## config.mk

```make
export PLATFORM = sky130hd
export DESIGN_NAME = keypad_scanner
export DESIGN_NICKNAME = d
export VERILOG_FILES = /design/src/rtl/keypad_scanner.sv
export SDC_FILE = /design/constraint.sdc
export NUM_CORES = 1
export LEC_CHECK = 0
export CORE_UTILIZATION = 38
export DETAILED_ROUTE_END_ITERATION = 8
export PLACE_DENSITY = 0.66
export SYNTH_ARGS = -nofsm -noshare
export SYNTH_HDL_FRONTEND = slang
export SYNTH_SLANG_ARGS = --single-unit
```

## constraint.sdc

```tcl
create_clock -name clk -period 3.8 [get_ports clk]
set_clock_uncertainty 0.05 [all_clocks]
set_input_delay 0.76 -clock clk [delete_from_list [all_inputs] [get_ports clk]]
set_output_delay 0.76 -clock clk [all_outputs]
set_load 0.03 [all_outputs]
```

## src/rtl/keypad_scanner.sv

```systemverilog
// keypad_scanner: scans a 4x4 active-low matrix keypad one column at a time,
// debounces press and release, and hands out one 4-bit code per press
// (code = row*4 + col) through a single-entry valid/ready buffer.
// Optional feature: define KEY_REPEAT_EN to re-emit the code of a held key
// after REPEAT_DELAY column steps and then every REPEAT_RATE steps.
module keypad_scanner #(
   parameter int SCAN_DIV     = 65536,
   parameter int DEBOUNCE_CNT = 4,
   parameter int REPEAT_DELAY = 32,
   parameter int REPEAT_RATE  = 8
) (
   input  logic       clk,
   input  logic       rst_n,
   input  logic [3:0] row_in,
   output logic [3:0] col_out,
   output logic [3:0] key_code,
   output logic       key_valid,
   input  logic       key_ready,
   output logic       overflow,
   input  logic       ovf_clr
);

   localparam int DIV_W = $clog2(SCAN_DIV);

   typedef enum logic [1:0] {
      ST_SCAN,
      ST_DEBOUNCE,
      ST_HELD
   } state_t;

   // Reject configurations the scan and debounce counters cannot represent.
   if (SCAN_DIV < 4 || DEBOUNCE_CNT < 1 || DEBOUNCE_CNT > 15 ||
       REPEAT_DELAY < 1 || REPEAT_RATE < 1) begin : g_bad_param
      $error("keypad_scanner: illegal parameter value");
   end

   logic [3:0]       sync1_q, sync2_q;
   logic [DIV_W-1:0] div_q, div_d;
   logic             tick;
   state_t           state_q, state_d;
   logic [1:0]       col_q, col_d;
   logic [3:0]       col_out_q, col_out_d;
   logic [1:0]       cand_row_q, cand_row_d;
   logic [3:0]       match_q, match_d;
   logic [3:0]       rel_q, rel_d;
   logic [3:0]       key_code_q, key_code_d;
   logic             key_valid_q, key_valid_d;
   logic             overflow_q, overflow_d;

   logic             rows_idle;
   logic [1:0]       hit_row;
   logic             cand_low;
   logic [3:0]       match_inc, rel_inc;
   logic             deb_emit, rpt_emit, emit;
   logic             advance;
   logic             transfer;
   logic             ovf_set;

   assign tick      = (div_q == DIV_W'(SCAN_DIV - 1));
   assign div_d     = tick ? '0 : div_q + 1'b1;
   assign rows_idle = &sync2_q;
   assign cand_low  = ~sync2_q[cand_row_q];
   assign match_inc = match_q + 4'd1;
   assign rel_inc   = rel_q + 4'd1;
   assign transfer  = key_valid_q & key_ready;
   assign emit      = deb_emit | rpt_emit;

   // Row decode: the lowest-index low row wins when several are pressed.
   always_comb begin
      if (!sync2_q[0])      hit_row = 2'd0;
      else if (!sync2_q[1]) hit_row = 2'd1;
      else if (!sync2_q[2]) hit_row = 2'd2;
      else                  hit_row = 2'd3;
   end

   // Scan/debounce/held sequencing, evaluated only on column-step ticks.
   always_comb begin
      // NOTE: every signal gets a default first so no path leaves it unassigned (no latch).
      state_d    = state_q;
      col_d      = col_q;
      col_out_d  = col_out_q;
      cand_row_d = cand_row_q;
      match_d    = match_q;
      rel_d      = rel_q;
      deb_emit   = 1'b0;
      advance    = 1'b0;
      if (tick) begin
         case (state_q)
            ST_SCAN: begin
               if (!rows_idle) begin
                  cand_row_d = hit_row;
                  match_d    = '0;
                  state_d    = ST_DEBOUNCE;
               end else begin
                  advance = 1'b1;
               end
            end
            ST_DEBOUNCE: begin
               if (cand_low) begin
                  match_d = match_inc;
                  if (match_inc == 4'(DEBOUNCE_CNT)) begin
                     deb_emit = 1'b1;
                     rel_d    = '0;
                     state_d  = ST_HELD;
                  end
               end else begin
                  state_d = ST_SCAN;
                  advance = 1'b1;
               end
            end
            ST_HELD: begin
               if (rows_idle) begin
                  rel_d = rel_inc;
                  if (rel_inc == 4'(DEBOUNCE_CNT)) begin
                     rel_d   = '0;
                     state_d = ST_SCAN;
                     advance = 1'b1;
                  end
               end else begin
                  rel_d = '0;
               end
            end
            default: state_d = ST_SCAN;
         endcase
      end
      if (advance) begin
         col_d     = col_q + 2'd1;
         col_out_d = {col_out_q[2:0], col_out_q[3]};
      end
   end

`ifdef KEY_REPEAT_EN
   logic [15:0] rpt_q, rpt_d, rpt_inc;
   logic        rpt_armed_q, rpt_armed_d;

   assign rpt_inc = rpt_q + 16'd1;

   // Auto-repeat timing: first repeat after REPEAT_DELAY held ticks, then every REPEAT_RATE.
   always_comb begin
      rpt_d       = rpt_q;
      rpt_armed_d = rpt_armed_q;
      rpt_emit    = 1'b0;
      if (state_q != ST_HELD) begin
         rpt_d       = '0;
         rpt_armed_d = 1'b0;
      end else if (tick) begin
         if (rows_idle) begin
            rpt_d = '0;
         end else if (cand_low) begin
            if ((!rpt_armed_q && rpt_inc == 16'(REPEAT_DELAY)) ||
                ( rpt_armed_q && rpt_inc == 16'(REPEAT_RATE))) begin
               rpt_emit    = 1'b1;
               rpt_d       = '0;
               rpt_armed_d = 1'b1;
            end else begin
               rpt_d = rpt_inc;
            end
         end
      end
   end

   // Repeat counter state.
   always_ff @(posedge clk or negedge rst_n) begin
      if (!rst_n) begin
         rpt_q       <= '0;
         rpt_armed_q <= 1'b0;
      end else begin
         rpt_q       <= rpt_d;
         rpt_armed_q <= rpt_armed_d;
      end
   end
`else
   assign rpt_emit = 1'b0;
`endif

   // One-entry output buffer; a code arriving while the buffer is full is dropped.
   always_comb begin
      key_code_d  = key_code_q;
      key_valid_d = key_valid_q;
      ovf_set     = 1'b0;
      if (emit) begin
         if (!key_valid_q || transfer) begin
            key_code_d  = {cand_row_q, col_q};
            key_valid_d = 1'b1;
         end else begin
            ovf_set = 1'b1;
         end
      end else if (transfer) begin
         key_valid_d = 1'b0;
      end
      // A drop on the same edge as a clear leaves overflow set.
      overflow_d = ovf_set | (overflow_q & ~ovf_clr);
   end

   // All scanner state: synchronizer, divider, FSM and registered outputs.
   always_ff @(posedge clk or negedge rst_n) begin
      if (!rst_n) begin
         sync1_q     <= 4'hF;
         sync2_q     <= 4'hF;
         div_q       <= '0;
         state_q     <= ST_SCAN;
         col_q       <= 2'd0;
         col_out_q   <= 4'b1110;
         cand_row_q  <= 2'd0;
         match_q     <= '0;
         rel_q       <= '0;
         key_code_q  <= '0;
         key_valid_q <= 1'b0;
         overflow_q  <= 1'b0;
      end else begin
         // NOTE: non-blocking so every flop samples pre-edge values, as the hardware does.
         sync1_q     <= row_in;
         sync2_q     <= sync1_q;
         div_q       <= div_d;
         state_q     <= state_d;
         col_q       <= col_d;
         col_out_q   <= col_out_d;
         cand_row_q  <= cand_row_d;
         match_q     <= match_d;
         rel_q       <= rel_d;
         key_code_q  <= key_code_d;
         key_valid_q <= key_valid_d;
         overflow_q  <= overflow_d;
      end
   end

   assign col_out   = col_out_q;
   assign key_code  = key_code_q;
   assign key_valid = key_valid_q;
   assign overflow  = overflow_q;

endmodule
```

# Word-level counts from Yosys, hierarchy flattened

Cells that the tools add are included.

Word-level logic and storage cells: 82
Flip-flop bits (word level): 48
Bits of input ports: 8
Output and inout bits: 10

Add/subtract/negate cells: 4
Multiplexer cells: 35
Reductions and logical operators: 13
Magnitude comparators: 1
Bitwise gates (word level): 5
Eq/ne operators: 12

Operators by type and width:

| operator                                           | number |
|---|---|
| two-way mux 4 bit                                  | 6 |
| adder 16 x 1 -> 16 bit, second input constant      | 1 |
| == test 16 bit, second input constant              | 1 |
| two-way mux 1 bit                                  | 16 |
| two-way mux 16 bit                                 | 1 |
| one-hot mux 4 bit (2 select lines)                 | 2 |
| two-way mux 2 bit                                  | 7 |
| AND reduction 4 bit                                | 3 |
| != test 2 bit, second input constant               | 5 |
| adder 4 x 1 -> 4 bit, second input constant        | 2 |
| == test 4 x 3 -> 1 bit, second input constant      | 2 |
| one-hot mux 2 bit (3 select lines)                 | 1 |
| nonzero test 2 bit                                 | 3 |
| AND reduction 5 bit                                | 1 |
| AND reduction 2 bit                                | 2 |
| < comparator 2 x 3 -> 1 bit, second input constant | 1 |
| != test 3 bit, second input constant               | 1 |
| one-hot mux 1 bit (3 select lines)                 | 1 |
| AND reduction 3 bit                                | 1 |
| adder 2 x 1 -> 2 bit, second input constant        | 1 |
| AND 1 bit                                          | 2 |
| binary-select mux 1 bit (select 2 bit)             | 1 |
| == test 2 x 1 -> 1 bit, second input constant      | 1 |
| == test 2 bit, second input constant               | 1 |
| 6 further kinds                                    | 7 |

# Logic depth before layout (Yosys ltp)

Gate-level depths: netlist of the first run.

Word-level depth: 8
Depth in mapped cells: 6
Depth with buffers taken out: 5

# Least setup slack after synthesis of the first run

No wires, ideal clock.

Path kind: reg-to-reg
From: register div_q[0]
To: register cand_row_q[0]
Cell stages (with the launch flop): 7
Arrival time: 1886 ps
Buffers on the path: 1
Clock period less this slack: 2015 ps
Setup time: 79 ps
Slack: 1785 ps
Data required time: 3671 ps
Cell sequence: dfrtp_1 ha_1 nand3_2 or4_1 buf_2 nor4b_4 mux2i_1

Word-level cells in the longest chain between the ends: 2

RTL lines:

| element                       | line | text |
|---|---|---|
| start, declared               | 38   | `logic [DIV_W-1:0] div_q, div_d;` |
| start signal, assigned        | 214  | `div_q <= div_d;` |
| == test 16 bit                | 59   | `assign tick = (div_q == DIV_W'(SCAN_DIV - 1));` |
| AND reduction 3 bit (no line) | --   |  |
| end signal, assigned          | 218  | `cand_row_q <= cand_row_d;` |
| end, declared                 | 43   | `logic [1:0] cand_row_q, cand_row_d;` |

No other way between the ends.
A chain may end at the register's enable or synchronous reset.

# Worst setup path in the final report of the first run

From: register col_out_q[2] (netlist: col_out[2])
To: output port col_out[2]

RTL lines:

| element                | line | text |
|---|---|---|
| start, declared        | 42   | `logic [3:0] col_out_q, col_out_d;` |
| start signal, assigned | 217  | `col_out_q <= col_out_d;` |
| end, declared          | 15   | `output logic [3:0] col_out,` |

No word-level cell between the ends.

==> results of run 1 <==
-- per-stage QoR --
step | total power, W | hold WS (ns) | area, sq um | util | setup WS (ns)
2_1_floorplan | 0.000535 | 0.295 | 2280 | - | 1.78
3_3_place_gp | 0.000554 | 0.296 | 2520 | 0.447 | 1.54
3_5_place_dp | 0.000554 | 0.297 | 2520 | 0.447 | 1.54
4_1_cts | 0.000850 | 0.310 | 2610 | 0.462 | 1.45
5_1_grt | 0.000876 | 0.313 | 2610 | 0.462 | 1.34
6_report | 0.000834 | 0.308 | 2610 | 0.462 | 1.48
-- cell families (layout without fill, tap and decap cells) --
| kind of cell | Yosys count | after routing |
|---|---|---|
| buffers and inverters | 13 | 34 |
| muxes | 14 | 14 |
| and+or+nand+nor | 80 | 80 |
| AOI/OAI and AO/OA | 29 | 29 |
| DFF | 48 | 48 |
| xor gates and xnor gates | 14 | 14 |
| adders and majority gates | 3 | 3 |
-- cell usage after synthesis (all sizes together), types with 4 or more instances --
cell type,number,area [sq um]
dfrtp,37,926
mux2i,5,50.1
clkbuf,4,15.0
nand3,13,75.1
o211ai,4,35.0
nor3,4,20.0
nand2,11,41.3
xnor2,11,96.3
dfstp,11,289
inv,8,30.0
nand4,6,37.5
nand2b,7,43.8
mux2,8,90.1
nor2,18,70.1
-- layout make-up --
class / count / area, sq um
fillers: 522 / 3040
flip-flops and latches: 48 / 1210
multi-input cells: 140 / 1010
repair buffers: 18 / 173
well taps: 72 / 90.1
clock buffers: 6 / 72.6
inverters: 8 / 30.0
clock inverters: 2 / 12.5
-- cell usage in the layout (no fill, tap or decap), types with 3 or more instances in the layout --
cell,n
mux2i_1,5
dfrtp_1,37
clkdlybuf4s50_1,16
dfstp_2,11
and2_1,3
xnor2_1,11
nor3_1,4
nand2b_1,7
o22ai_1,3
o211ai_1,3
nor2_1,17
nand2_1,11
a22o_1,3
inv_1,8
clkbuf_8,5
mux2_1,6
xor2_1,3
nand4_1,6
ha_1,3
nand3_1,11
-- per-layer routing --
layer | vias up | global-route usage | share of wire
met5 | - | 0 | 0
met1 | 744 | 0.212 | 0.51
li1 | 772 | - | -
met3 | 5 | 0.0377 | 0.035
met2 | 26 | 0.219 | 0.44
met4 | 0 | 0.0545 | 0.015
-- power by group through the flow --
stage               clock [W]  sequential (W)  combinational [W]
finish               0.000291        0.000521          0.0000216
global route         0.000328        0.000522          0.0000254
CTS                  0.000306        0.000521          0.0000228
detailed placement          0        0.000531          0.0000226
global placement            0        0.000531          0.0000227
floorplan                   0        0.000530         0.00000480
-- flip-flops by register name (all words and copies together) (netlist names), 4 cells and up --
| register | count |
|---|---|
| sync1_q | 4 |
| col_out | 4 |
| key_code | 4 |
| div_q | 16 |
| rel_q | 4 |
| match_q | 4 |
| sync2_q | 4 |
-- worst paths after layout --
check,startpoint,cells past startpoint,to
setup / recovery,col_out[2]$_DFFE_PN1P_,1,col_out[2]
hold / removal,sync1_q[3]$_DFF_PN1_,0,sync2_q[3]$_DFF_PN1_
setup reg to reg,div_q[0]$_DFF_PN0_,5,cand_row_q[1]$_DFFE_PN0P_
hold reg to reg,sync1_q[3]$_DFF_PN1_,0,sync2_q[3]$_DFF_PN1_
max in group asynchronous,rst_n,1,cand_row_q[0]$_DFFE_PN0P_
min in group asynchronous,rst_n,1,div_q[13]$_DFF_PN0_
==> impl_metrics.json, run 1 <==
{
  "status": "complete, no violations",
  "path_clk_slew_ns": 0.09,
  "antenna_left": 0,
  "grt_pass1_wl_um": 7140,
  "cts.sinks": 48,
  "syn2layout_area_growth_pct": 14.4,
  "synth_area_sq_um": 2280,
  "clockRootBuffer": "clkbuf_8",
  "rrSetupSlack_ns": 1.55,
  "final_nets": 232,
  "yosys_warnings": 0,
  "worstHoldPathType": "flop to flop",
  "synth_compound_area_frac": 0.0995,
  "num_vias": 1547,
  "switchingPower_w": 0.000178,
  "synth_top_family_by_area": "simple AND/OR/NAND/NOR gates",
  "slew_violations": 0,
  "stdcell_count": 294,
  "viasPerCell": 5.26,
  "cts_buffers": 5,
  "worst_pin_slew_ns": 1.04,
  "h-tree-depth": 2,
  "pwr-share-comb": 0.026,
  "synth_top_flop_cell": "dfrtp_1",
  "cp_max_fo": 3,
  "drive_above_1_share": 0.144,
  "dr.pass1.iters": 6,
  "die_w_um": 79.4,
  "finalCriticalPeriod_ns": 2.32,
  "cp-end-kind": "output port",
  "path_buf_inv": 1,
  "synth-xor-area-share": 0.0538,
  "post_cts_resized": 0,
  "synth_edf_count": 0,
  "max-vdd-ir-drop_mv": 0.158,
  "drc_errors": 0,
  "setup-tns-final_ns": 0,
  "sw_frac_of_total": 0.214,
  "async_reset_ff_frac": 1.00,
  "postCtsHoldBufs": 0,
  "wl_um": 4070,
  "synth.avg_cell_area_sq_um": 11.3,
  "worstPathCellList": "clkdlybuf4s50_1",
  "placed_cells": 286,
  "timing.final.crit_share": 0.612,
  "clk_latency_ns": 0.29,
  "antenna_cells": 0,
  "setup_violations": 0,
  "routabilityCongestion": 0.731,
  "grt_max_degree": 49,
  "power_density_nw_per_um2": 320,
  "synthSimpleGateAreaFrac": 0.203,
  "grt_overflow": 0,
  "cp-start-kind": "flop",
  "ys_types": 50,
  "hold_viol": 0,
  "drt_iter0_markers": 56,
  "grt_pass1_vias": 1500,
  "io_pins": 18,
  "grt_usage": 0.149,
  "core.rowCount": 27,
  "required_ns": 2.99,
  "power_frac_clock": 0.349,
  "syn_inst": 201,
  "die_h_um": 79.4,
  "slowest_stage": "clkdlybuf4s50_1",
  "cts_tree": "done",
  "port_buffers": 17,
  "maxCapViolations": 0,
  "max_freq_mhz": 430,
  "p_seq_frac": 0.625,
  "antenna_found_initial": 0,
  "rsz0062_at_grt": "no",
  "slowest_delay_ns": 0.67,
  "max_slew_margin": 0.309,
  "start_util": 0.404,
  "p_leak_nw": 1.07,
  "crit_type": "flop to output port",
  "syn-num-nets": 212,
  "postCtsSetupRepairBufs": 0,
  "dp_hpwl_um": 2830,
  "ys_ff_latch": 48,
  "p_int_w": 0.000655,
  "wire_per_inst_um": 13.8,
  "seq_area_frac_synth": 0.534,
  "cp.arrival_ns": 1.51,
  "dieArea_sq_um": 6310,
  "synth_mux_area_frac": 0.0714,
  "cp_top_family": "buffers and inverters",
  "synth_fa_ha_area_frac": 0.0165,
  "clock_path_buffers": 2,
  "coreArea_sq_um": 5640
}
Note: power is estimated with default switching activity, not from simulation.
==> run 2, diff against run 1 <==
Clock period 3.8 ns to 2.4 ns, I/O delays scaled along.
==> run 2 against run 1 <==
Design area grew 2.4%. Non-clock buffer count grew 3. Final cell count rose by 1.0%. Via count rose by 2.5%. Sequential power increased by 59%. First-iteration DRC count grew 32%. Combinational power rose by 77%. Critical path depth is 4 higher. Hold slack lost 0.21 ns.
==> impl_metrics.json, run 2 (synthesized netlist as in run 1, its figures left out) <==
{
  "wire_per_inst_um": 13.8,
  "grt_usage": 0.153,
  "drt_iter0_markers": 74,
  "timing.final.crit_share": 0.909,
  "drive_above_1_share": 0.164,
  "final_nets": 235,
  "hold_viol": 0,
  "rsz0062_at_grt": "no",
  "cp_max_fo": 5,
  "clock_path_buffers": 2,
  "die_w_um": 79.4,
  "dr.pass1.iters": 4,
  "crit_type": "flop to flop",
  "path_clk_slew_ns": 0.09,
  "slew_violations": 0,
  "core.rowCount": 27,
  "start_util": 0.404,
  "setup_ws_ns": 0.219,
  "grt_max_degree": 27,
  "antenna_cells": 0,
  "grt_overflow": 0,
  "finalCriticalPeriod_ns": 2.18,
  "syn2layout_area_growth_pct": 17.2,
  "die_h_um": 79.4,
  "power_density_nw_per_um2": 514,
  "placed_cells": 289,
  "fin_util": 0.473,
  "antenna_left": 0,
  "clockRootBuffer": "clkbuf_8",
  "status": "complete, no violations",
  "pre_cts_ws_ns": 0.158,
  "max_freq_mhz": 458,
  "max_slew_margin": 0.626,
  "wl_um": 4110,
  "maxCapViolations": 0,
  "io_pins": 18,
  "worstHoldPathType": "input pin to asynchronous set/reset pin",
  "port_buffers": 17,
  "largest_reg_flops": 16,
  "dieArea_sq_um": 6310,
  "stdcell_count": 297,
  "final_cell_mix": "37 x dfrtp_1, 17 x nor2_1, 16 x clkdlybuf4s50_1",
  "cts_buffers": 5,
  "cp-start-kind": "flop",
  "cp.arrival_ns": 2.32,
  "num_vias": 1585,
  "setup_violations": 0,
  "p_leak_nw": 1.10,
  "drc_errors": 0,
  "grt_pass1_vias": 1553,
  "clk_latency_ns": 0.30,
  "cp-end-kind": "flop",
  "regMostFlops": "div_q",
  "worst_pin_slew_ns": 0.560,
  "coreArea_sq_um": 5640,
  "required_ns": 2.54,
  "setup-tns-final_ns": 0,
  "final_common_cell": "dfrtp_1",
  "cts_tree": "done",
  "grt_pass1_wl_um": 7450,
  "h-tree-depth": 2,
  "max-vdd-ir-drop_mv": 0.318,
  "routabilityCongestion": 0.813,
  "viasPerCell": 5.34,
  "dp_hpwl_um": 2930,
  "cts.sinks": 48,
  "antenna_found_initial": 0
}
-- run 2: final cells by class --
type / instances / area, sq um
fillers: 525 / 2970
flip-flops and latches: 48 / 1210
multi-input cells: 140 / 1020
repair buffers: 21 / 220
well taps: 72 / 90.1
clock buffers: 6 / 82.6
inverters: 8 / 30.0
clock inverters: 2 / 15.0
-- run 2: where the power goes --
| group | switching (W) | internal, W | total (W) |
|---|---|---|---|
| clock network | 0.000273 | 0.000234 | 0.000506 |
| registers | 0.00000537 | 0.000821 | 0.000826 |
| logic | 0.0000218 | 0.0000164 | 0.0000382 |
| total | 0.000300 | 0.00107 | 0.00137 |
-- run 2: through the flow --
stage	hold slack, ns	total power (W)	cell area (sq um)
finish	0.101	0.00137	2670
global route	0.122	0.00143	2670
CTS	0.108	0.00139	2670
detailed placement	0.297	0.000881	2570
global placement	0.296	0.000881	2570
floorplan	0.134	0.000848	2280
-- run 2: critical path, stage by stage (launching register included) --
cell	delay (ns)
dfrtp_1	0.40
ha_1	0.19
or3b_2	0.49
nor3_1	0.36
o211ai_2	0.23
mux2_1	0.36
-- run 2: path summary, 6_finish.rpt --
check | startpoint | endpoint | slack [ns] | cells past startpoint
min reg2reg | sync1_q[1]$_DFF_PN1_ | sync2_q[1]$_DFF_PN1_ | 0.31 | 0
min in group clk | sync1_q[1]$_DFF_PN1_ | sync2_q[1]$_DFF_PN1_ | 0.31 | 0
max reg2reg | rel_q[0]$_DFFE_PN0P_ | col_out[0]$_DFFE_PN0P_ | 0.22 | 5
max in group asynchronous | rst_n | sync1_q[1]$_DFF_PN1_ | 1.60 | 2
min | rst_n | key_code[0]$_DFFE_PN0P_ | 0.10 | 1
max | rel_q[0]$_DFFE_PN0P_ | col_out[0]$_DFFE_PN0P_ | 0.22 | 5
-- run 2: per-layer routing --
| metal | part of all wire | GRT usage | wire length (um) | up-vias |
|---|---|---|---|---|
| met1 | 0.51 | 0.213 | 2080 | 776 |
| li1 | - | - | - | 784 |
| met3 | 0.028 | 0.0389 | 116 | 4 |
| met4 | 0.011 | 0.0636 | 44 | 0 |
| met2 | 0.45 | 0.226 | 1870 | 21 |
| met5 | 0 | 0 | 0 | - |
-- run 2: what timing repair did --
action                     CTS  global route
resized for setup            0             1
buffers inserted             0             0
hold buffers                 0             0
setup endpoints to repair    0             3
==> run 3, diff against run 2 <==
Settings changed: PLACE_DENSITY 0.66 to unset.
==> run 3 against run 2 <==
Design area increased by 0.56%. Final cell count rose by 0.34%. First-iteration DRC count grew 28%. Via count decreased by 0.13%. Wire length rose by 1.9%. Clock-buffer cell count fell by 1. Die area stayed put.
==> impl_metrics.json, run 3 (synthesized netlist as in run 1, its figures left out) <==
{
  "slowest_delay_ns": 0.54,
  "clock_path_buffers": 2,
  "drc_errors": 0,
  "fill_cells": 508,
  "core.rowCount": 27,
  "crit_type": "flop to flop",
  "clk_latency_ns": 0.31,
  "max_freq_mhz": 460,
  "h-tree-depth": 2,
  "setup_violations": 0,
  "drive_above_1_share": 0.168,
  "cp_top_family": "simple AND/OR/NAND/NOR gates",
  "cp_max_fo": 9,
  "power_density_nw_per_um2": 544,
  "pre_cts_ws_ns": 0.207,
  "largest_reg_flops": 16,
  "final_cell_mix": "37 x dfrtp_1, 17 x nor2_1, 16 x clkdlybuf4s50_1",
  "status": "complete, no violations",
  "start_util": 0.404,
  "multi_input_area_sq_um": 1020,
  "sw_frac_of_total": 0.213,
  "cp-start-kind": "flop",
  "p_leak_nw": 1.11,
  "grt_usage": 0.153,
  "clockRootBuffer": "clkbuf_8",
  "coreArea_sq_um": 5640,
  "slew_violations": 0,
  "dieArea_sq_um": 6310,
  "max-vdd-ir-drop_mv": 0.288,
  "cp-end-kind": "flop",
  "wl_um": 4180,
  "grt_overflow": 0,
  "hold_viol": 0,
  "postCtsHoldBufs": 0,
  "cts_tree": "done",
  "worstHoldPathType": "input pin to asynchronous set/reset pin",
  "die_w_um": 79.4,
  "grt_pass1_wl_um": 7360,
  "regArea_sq_um": 1210,
  "path_buf_inv": 1,
  "grt_pass1_vias": 1555,
  "cp.arrival_ns": 2.35,
  "maxCapViolations": 0,
  "wire_per_inst_um": 14.0,
  "dp_hpwl_um": 2900,
  "grt_max_degree": 49,
  "die_h_um": 79.4,
  "finalHoldWorstSlack_ns": 0.214,
  "switchingPower_w": 0.000311,
  "antenna_cells": 0,
  "worstPathCellList": "ha_1, nand3_2, or4_1, buf_4, nor4b_4, mux2i_1",
  "worst_pin_slew_ns": 0.607,
  "antenna_left": 0,
  "io_pins": 18,
  "p_int_w": 0.00115,
  "path_clk_slew_ns": 0.10,
  "max_slew_margin": 0.595,
  "required_ns": 2.58,
  "rsz0062_at_grt": "no",
  "syn2layout_area_growth_pct": 17.9,
  "slowest_stage": "or4_1",
  "num_vias": 1583,
  "final_common_cell": "dfrtp_1",
  "routabilityCongestion": 0.795,
  "power_frac_clock": 0.410,
  "dr.pass1.iters": 4,
  "cts_buffers": 5,
  "timing.final.crit_share": 0.906,
  "pwr-share-comb": 0.025,
  "drt_iter0_markers": 95,
  "port_buffers": 17,
  "cts.sinks": 48,
  "setup-tns-final_ns": 0,
  "finalCriticalPeriod_ns": 2.17,
  "final_nets": 236,
  "viasPerCell": 5.31,
  "setup_ws_ns": 0.225,
  "regMostFlops": "div_q",
  "antenna_found_initial": 0,
  "p_seq_frac": 0.566,
  "postCtsSetupRepairBufs": 0
}
==> run 3: cell count changes in the layout (fill, tap and decap cells not counted) <==
cell        change
clkinvlp_4      -1
nor4_1          -1
clkbuf_8        -1
bufinv_16       +1
buf_12          -1
nor4_2          +1
or4_1           +1
buf_4           +2
or4_4           -1
inv_6           +1
==> run 3: layout make-up <==
| class | count | share of cell area |
|---|---|---|
| sequential | 48 | 0.453 |
| multi-input combinational | 140 | 0.379 |
| timing repair buffer | 22 | 0.0802 |
| tap | 72 | 0.0336 |
| clock buffer | 5 | 0.0256 |
| clock inverter | 3 | 0.0172 |
| inverter | 8 | 0.0112 |
==> run 3: metal layers <==
layer | track usage | part of all wire | routed length, um | vias up
met4 | 0.0709 | 0.021 | 86 | 0
li1 | - | - | - | 779
met3 | 0.0343 | 0.030 | 127 | 6
met5 | 0 | 0 | 0 | -
met2 | 0.241 | 0.46 | 1930 | 30
met1 | 0.200 | 0.49 | 2040 | 768
==> run 3: what timing repair did <==
item | in CTS | in global routing
resized for setup | 0 | 1
endpoints found under the setup margin | 0 | 2
hold endpoints to repair | 0 | 0
==> run 3: metrics by stage <==
step,power (W),std cells,instance area (sq um),util
5_1_grt,0.00153,298,2680,0.476
3_3_place_gp,0.000878,290,2560,0.454
4_1_cts,0.00149,298,2680,0.475
2_1_floorplan,0.000848,201,2280,-
3_5_place_dp,0.000878,290,2560,0.454
6_report,0.00146,298,2680,0.476
==> run 3: path summary, 6_finish.rpt <==
kind	startpoint	end	slack, ns	depth (start not counted)
max in group asynchronous	rst_n	div_q[9]$_DFF_PN0_	1.67	2
max	div_q[0]$_DFF_PN0_	cand_row_q[0]$_DFFE_PN0P_	0.23	6
min reg2reg	sync1_q[3]$_DFF_PN1_	sync2_q[3]$_DFF_PN1_	0.31	0
min in group clk	sync1_q[3]$_DFF_PN1_	sync2_q[3]$_DFF_PN1_	0.31	0
max reg2reg	div_q[0]$_DFF_PN0_	cand_row_q[0]$_DFFE_PN0P_	0.23	6
min	rst_n	key_code[0]$_DFFE_PN0P_	0.21	2
==> run 3: power by group through the flow <==
stage,logic (W),registers [W],clock network (W)
5_1_grt,0.0000409,0.000827,0.000661
4_1_cts,0.0000373,0.000826,0.000624
3_5_place_dp,0.0000373,0.000841,0
6_report,0.0000360,0.000826,0.000599
3_3_place_gp,0.0000369,0.000841,0
2_1_floorplan,0.00000759,0.000840,0
